File: src/rtl/bus_arbiter.sv
`default_nettype none
`timescale 1ns/1ps
// +----------------------------------------------------------------------+
// | Module      : bus_arbiter                                            |
// | Description : Two-requester round-robin arbiter driving a single     |
// |               external bus. Each access holds cs for WAIT_CYCLES+1   |
// |               cycles, then pulses the owner's ack for one cycle.     |
// |               All outputs are registered (Moore).                    |
// | Revision    : 1.0 - initial release                                  |
// +----------------------------------------------------------------------+
module bus_arbiter #(
  parameter int WAIT_CYCLES = 2
) (
  input  logic        clk,
  input  logic        rst,
  input  logic        req0,
  input  logic        req1,
  input  logic [31:0] addr0,
  input  logic [31:0] addr1,
  input  logic [31:0] wdata0,
  input  logic [31:0] wdata1,
  input  logic        wr_rd0,
  input  logic        wr_rd1,
  output logic        ack0,
  output logic        ack1,
  output logic [31:0] rdata,
  input  logic [31:0] data_bus_read,
  output logic [31:0] addr,
  output logic [31:0] data_bus_write,
  output logic        cs,
  output logic        wr_rd
);

  // Counter is 4 bits wide, enough for the 0..15 wait range.
  localparam logic [3:0] c_wait = 4'(WAIT_CYCLES);

  typedef enum logic [1:0] {
    S_IDLE   = 2'd0,
    S_ACCESS = 2'd1,
    S_DONE   = 2'd2
  } state_t;

  state_t      r_state;
  logic [3:0]  r_count;
  logic        r_last_grant;   // requester that won the previous grant
  logic        r_owner;        // requester owning the access in flight

  logic        w_any_req;
  logic        w_pick1;
  logic [31:0] w_sel_addr;
  logic [31:0] w_sel_wdata;
  logic        w_sel_wr_rd;

  // Round-robin choice: a lone requester wins; on a tie the requester
  // that did not win last time is picked.
  always_comb begin
    w_any_req   = req0 | req1;
    w_pick1     = req1 & (~req0 | ~r_last_grant);
    w_sel_addr  = w_pick1 ? addr1  : addr0;
    w_sel_wdata = w_pick1 ? wdata1 : wdata0;
    w_sel_wr_rd = w_pick1 ? wr_rd1 : wr_rd0;
  end

  // Access sequencer: grant in IDLE, hold the bus through ACCESS, ack in DONE.
  always_ff @(posedge clk or posedge rst) begin
    if (rst) begin
      r_state        <= S_IDLE;
      r_count        <= 4'd0;
      r_last_grant   <= 1'b1;   // requester 0 wins the first tie
      r_owner        <= 1'b0;
      cs             <= 1'b0;
      wr_rd          <= 1'b0;
      addr           <= 32'd0;
      data_bus_write <= 32'd0;
      ack0           <= 1'b0;
      ack1           <= 1'b0;
      rdata          <= 32'd0;
    end else begin
      case (r_state)
        S_IDLE: begin
          ack0 <= 1'b0;
          ack1 <= 1'b0;
          cs   <= 1'b0;
          if (w_any_req) begin
            // Latch the winner's request so later input changes are ignored.
            r_owner        <= w_pick1;
            r_last_grant   <= w_pick1;
            addr           <= w_sel_addr;
            data_bus_write <= w_sel_wdata;
            wr_rd          <= w_sel_wr_rd;
            r_count        <= c_wait;
            cs             <= 1'b1;
            r_state        <= S_ACCESS;
          end
        end

        S_ACCESS: begin
          if (r_count != 4'd0) begin
            r_count <= r_count - 4'd1;
          end else begin
            // Last bus cycle: release cs, raise the owner's ack, and
            // capture read data while the device is still selected.
            cs      <= 1'b0;
            ack0    <= ~r_owner;
            ack1    <= r_owner;
            if (!wr_rd) begin
              rdata <= data_bus_read;
            end
            r_state <= S_DONE;
          end
        end

        S_DONE: begin
          ack0    <= 1'b0;
          ack1    <= 1'b0;
          cs      <= 1'b0;
          r_state <= S_IDLE;
        end

        default: begin
          ack0    <= 1'b0;
          ack1    <= 1'b0;
          cs      <= 1'b0;
          r_state <= S_IDLE;
        end
      endcase
    end
  end

endmodule
`default_nettype wire

File: config.mk
export PLATFORM = sky130hd
export DESIGN_NAME = bus_arbiter
export DESIGN_NICKNAME = d
export VERILOG_FILES = /design/src/rtl/bus_arbiter.sv
export SDC_FILE = /design/constraint.sdc
export NUM_CORES = 1
export LEC_CHECK = 0
export BUFFER_PORTS_ARGS = -buffer_cell sky130_fd_sc_hd__buf_2
export CAP_MARGIN = 20
export CORE_MARGIN = 3
export CORE_UTILIZATION = 40
export DETAILED_ROUTE_END_ITERATION = 8
export GPL_ROUTABILITY_DRIVEN = 0
export HOLD_SLACK_MARGIN = 0.05
export PLACE_DENSITY = 0.85
export SETUP_SLACK_MARGIN = 0.1
export SLEW_MARGIN = 20
export SYNTH_ARGS = -nofsm -noshare
export SYNTH_HDL_FRONTEND = slang
export SYNTH_SLANG_ARGS = --single-unit
File: constraint.sdc
create_clock -name clk -period 3.4 [get_ports clk]
set_clock_uncertainty 0.05 [all_clocks]
set_input_delay 0.17 -clock clk [delete_from_list [all_inputs] [get_ports clk]]
set_output_delay 0.17 -clock clk [all_outputs]
set_load 0.03 [all_outputs]
# Word-level counts from Yosys, hierarchy flattened
# Cells that the tools add are included.
# totals
ff_bits,108
latch_bits,0
mem_bits_rw,0
rom_bits,0
inputBits,166
output_inout_bits,100
word_cells,47
memories,0
# op_classes
addsub,1
n_mul,0
div,0
magnitude_cmp,0
eq_ne,4
shift,0
muxes,16
bitwise_logic,8
n_reduce_logical,7
# ops
cell,n
$mux W32,2
$mux W4,2
$pmux W4 S2,1
$mux W1,7
$ne A2 B2 Y1 const B,3
$reduce_and A3 Y1,2
$not A1 Y1,5
$mux W2,2
$pmux W2 S2,1
$reduce_and A2 Y1,2
$reduce_bool A4 Y1,1
$sub A4 B1 Y4 const B,1
$eq A2 B1 Y1 const B,1
$logic_not A2 Y1,1
$or A1 B1 Y1,2
$pmux W1 S2,1
$reduce_bool A2 Y1,1
$and A1 B1 Y1,1

# Longest topological paths before layout
# depth
depth_word,4
depth_mapped,7

# Worst setup path before layout
# OpenSTA, ideal clock, no wires.
# synth_timing
path_type,reg2reg
startpoint,register r_count[0]
endpoint,register rdata[0]
setup_ns,0.125
t_arrival_ns,1.895
required_ns,3.225
setup_slack_ns,1.330
path_stages_with_launch,8
n_path_buf,2
synth_period_minus_slack_ns,2.070
path_cell_list,dfrtp_1 inv_1 ha_1 or3b_4 or3_1 buf_6 buf_12 mux2_4
# synth_via
elab_chain_len,3
# synth_lines
item,line,text
"start, declared",44,logic [3:0] r_count;
"start signal, assigned",91,r_count <= c_wait;
"start signal, assigned",99,r_count <= r_count - 4'd1;
$reduce_bool A4 Y1,98,if (r_count != 4'd0) begin
$not A1 Y1 (no source line),--,
$reduce_and A3 Y1 (no source line),--,
"end signal, assigned",107,rdata <= data_bus_read;
"end, declared",26,"output logic [31:0] rdata,"
# Every way passes these cells.
# A chain may end at the register's enable or synchronous reset.

# Final worst setup path
# layout_timing
startpoint,input req0
endpoint,register addr[0]
# layout_via
elab_chain_len,4
elab_cells_between_ends,6
# layout_lines
item,line,text
"start, declared",16,"input logic req0,"
$not A1 Y1,58,w_pick1 = req1 & (~req0 | ~r_last_grant);
$or A1 B1 Y1,58,
$and A1 B1 Y1,58,
$mux W32,59,w_sel_addr = w_pick1 ? addr1 : addr0;
"end signal, assigned",88,addr <= w_sel_addr;
"end, declared",28,"output logic [31:0] addr,"
# Parallel ways exist; a longest one is shown, timed or not.

==> flow_summary.toml <==
[synth]
ys_types = 32
synthCells = 485
syn_avg_cell_area_um2 = 10.1
synth_top_flop_cell = "dfrtp_1"
synth-seq-cells = 108
yosysWarnings = 0
synth_fp_nets = 653
synth-edff-count = 0
async_flop_share_pct = 100
synth_area_um2 = 4880
ys_seq_area_share_pct = 55.4

[routing]
drc = 0
wl_um = 17900
vias = 5411
viasPerCell = 5.21
drt.antenna.violating_nets = 0
avgRoutedWirePerCell_um = 17.3
drt_first_pass_iters = 5
drt_iter0_markers = 506

[global_route]
grt_start_max_net_pins = 71
grt_pass1_wl_um = 27400
grt_pass1_vias = 5527
antenna_found_initial = 0
grt.overflow.total = 0
track_usage_pct = 25.7

[sta]
rsz0062_at_grt = "false"
max-slew-margin-rel_pct = 34.9
final-setup-viol-count = 0
slew_viol_final = 0
fin_ws_ns = 0.711
hold_viol_final = 0
post-route-period-util_pct = 79.1
fmax_mhz = 372
tightest_slew_ns = 0.976
hold_slack_ns = 0.0755
tns_ns = 0
min_period_ns = 2.69

[worst_setup_path]
crit_path_max_fanout = 35
start_kind = "input port"
worst-setup-path-type = "in2reg"
crit_arrival_ns = 2.87
worstPathRequired_ns = 3.58
crit_path_end_kind = "flip-flop"
reg2reg_to = "addr[0]"
rr_startpoint = "r_last_grant"
r2r_cells = 5
reg2reg_slack_ns = 0.73

[cts]
cts_setup_buffers = 0
clkTransAtPathRegs_ns = 0.07
cts_tree = "done"
numCtsBuffers = 9
cts_resized = 0
cts_root_buffer = "clkbuf_16"
cts.sinks = 108
clock_latency_ns = 0.35
clockBufferDepth = 2
htreeDepth = 3
ctsHoldBuffers = 164

[run]
maxCapViolations = 0

[floorplan]
die_w_um = 116
io_pins = 266
rows = 39
initial_core_util_pct = 41.8
die_h_um = 116
core-area_um2 = 11700
die_area_um2 = 13600

[final_layout]
mostFrequentLayoutCells = "265 x buf_2, 164 x dlygate4sd3_1, 135 x nand2_1"
final_common_cell = "buf_2"
drive_gt1_share_pct = 36.7
fin_area_um2 = 8200
finalNetCount = 1057
syn_to_final_growth_pct = 68.0

[status]
outcome = "complete, no violations"

[hold_path]
worstHoldStart = "wdata1[28]"
min_to = "data_bus_write[28]"
hp-class = "in2reg"
whs_path_depth = 3

[placement]
portBuffers = 265
hpwl_um = 9380
placedInstanceArea_um2 = 6250
place_ws_ns = 0.857

[power]
peakVddDrop_mv = 0.620
power_density_nw_per_um2 = 973
leakage_uw = 0.00399
finalPower_uw = 7970
==> cells in the mapped netlist, types with 2 or more instances <==
cell type | instances | area, um^2
buf_2 | 3 | 15.0
buf_12 | 3 | 60.1
inv_1 | 5 | 18.8
a21oi_1 | 70 | 350
dfrtp_1 | 107 | 2680
a31oi_1 | 66 | 413
or3_1 | 3 | 18.8
clkbuf_1 | 32 | 120
buf_1 | 3 | 11.3
o21ai_0 | 3 | 15.0
mux2_2 | 2 | 22.5
ha_1 | 2 | 25.0
mux2_4 | 30 | 450
and2_1 | 2 | 12.5
nor2_1 | 3 | 11.3
nand2_1 | 135 | 507
==> registers in the layout, summed over array words and instances, names as in the netlist <==
signal,flops
addr,32
r_state,2
ack0,1
wr_rd,1
rdata,32
r_owner,1
ack1,1
r_last_grant,1
r_count,4
data_bus_write,32
cs,1
==> metal layers <==
metal  global-route usage [%]  up-vias  wire length (um)
met5                        0        -                 0
met4                     9.20        0               493
met2                     45.4      320              9240
met3                     8.81       50              1590
met1                     28.8     2548              6620
li1                         -     2493                 -
==> critical path, cell delays in order <==
cell           delay, ns
dlygate4sd3_1       0.54
buf_2               0.16
or2_2               0.14
and2_2              0.57
buf_4               0.48
a31oi_1             0.18
dlygate4sd3_1       0.62
==> power by group <==
group / switching [uW] / leakage (uW) / internal [uW]
clock network: 504 / 0.000148 / 582
logic: 2610 / 0.00260 / 1930
registers: 397 / 0.00124 / 1940
==> stage by stage <==
| stage | instances | util (%) |
|---|---|---|
| 6_report | 1038 | 70.3 |
| 5_1_grt | 1037 | 70.3 |
| 4_1_cts | 1037 | 70.3 |
| 3_5_place_dp | 857 | 53.6 |
| 3_3_place_gp | 857 | 53.6 |
| 2_1_floorplan | 485 | - |
==> worst max-delay path by stage <==
stage / from / slack [ns] / cells after the start / endpoint
global route: req0 / 0.61 / 7 / addr[0]
CTS: req0 / 0.81 / 7 / addr[9]
global placement: r_count[0] / 0.92 / 5 / rdata[21]
floorplan: rst / 0.34 / 1 / ack0
detailed placement: r_count[0] / 0.86 / 5 / rdata[19]
finish: req0 / 0.71 / 7 / addr[0]
==> logic make-up after synthesis <==
family / count (synthesis) / synth area share [%]
AO/OA/AOI/OAI: 145 / 17.0
adder cells (fa/ha/maj): 2 / 0.513
buffers and inverters: 47 / 4.85
flip-flops: 108 / 55.4
multiplexers: 33 / 9.90
AND/OR/NAND/NOR: 150 / 12.3
==> layout make-up <==
type                    instances  area, um^2
diodes                          1        2.50
flip-flops and latches        108        2700
clock buffers                   9         225
clock inverters                 7        80.1
inverters                       5        21.3
fillers                       748        3470
multi-input cells             330        1960
repair buffers                435        3030
well taps                     143         179
Note: power is estimated with default switching activity, not from simulation.
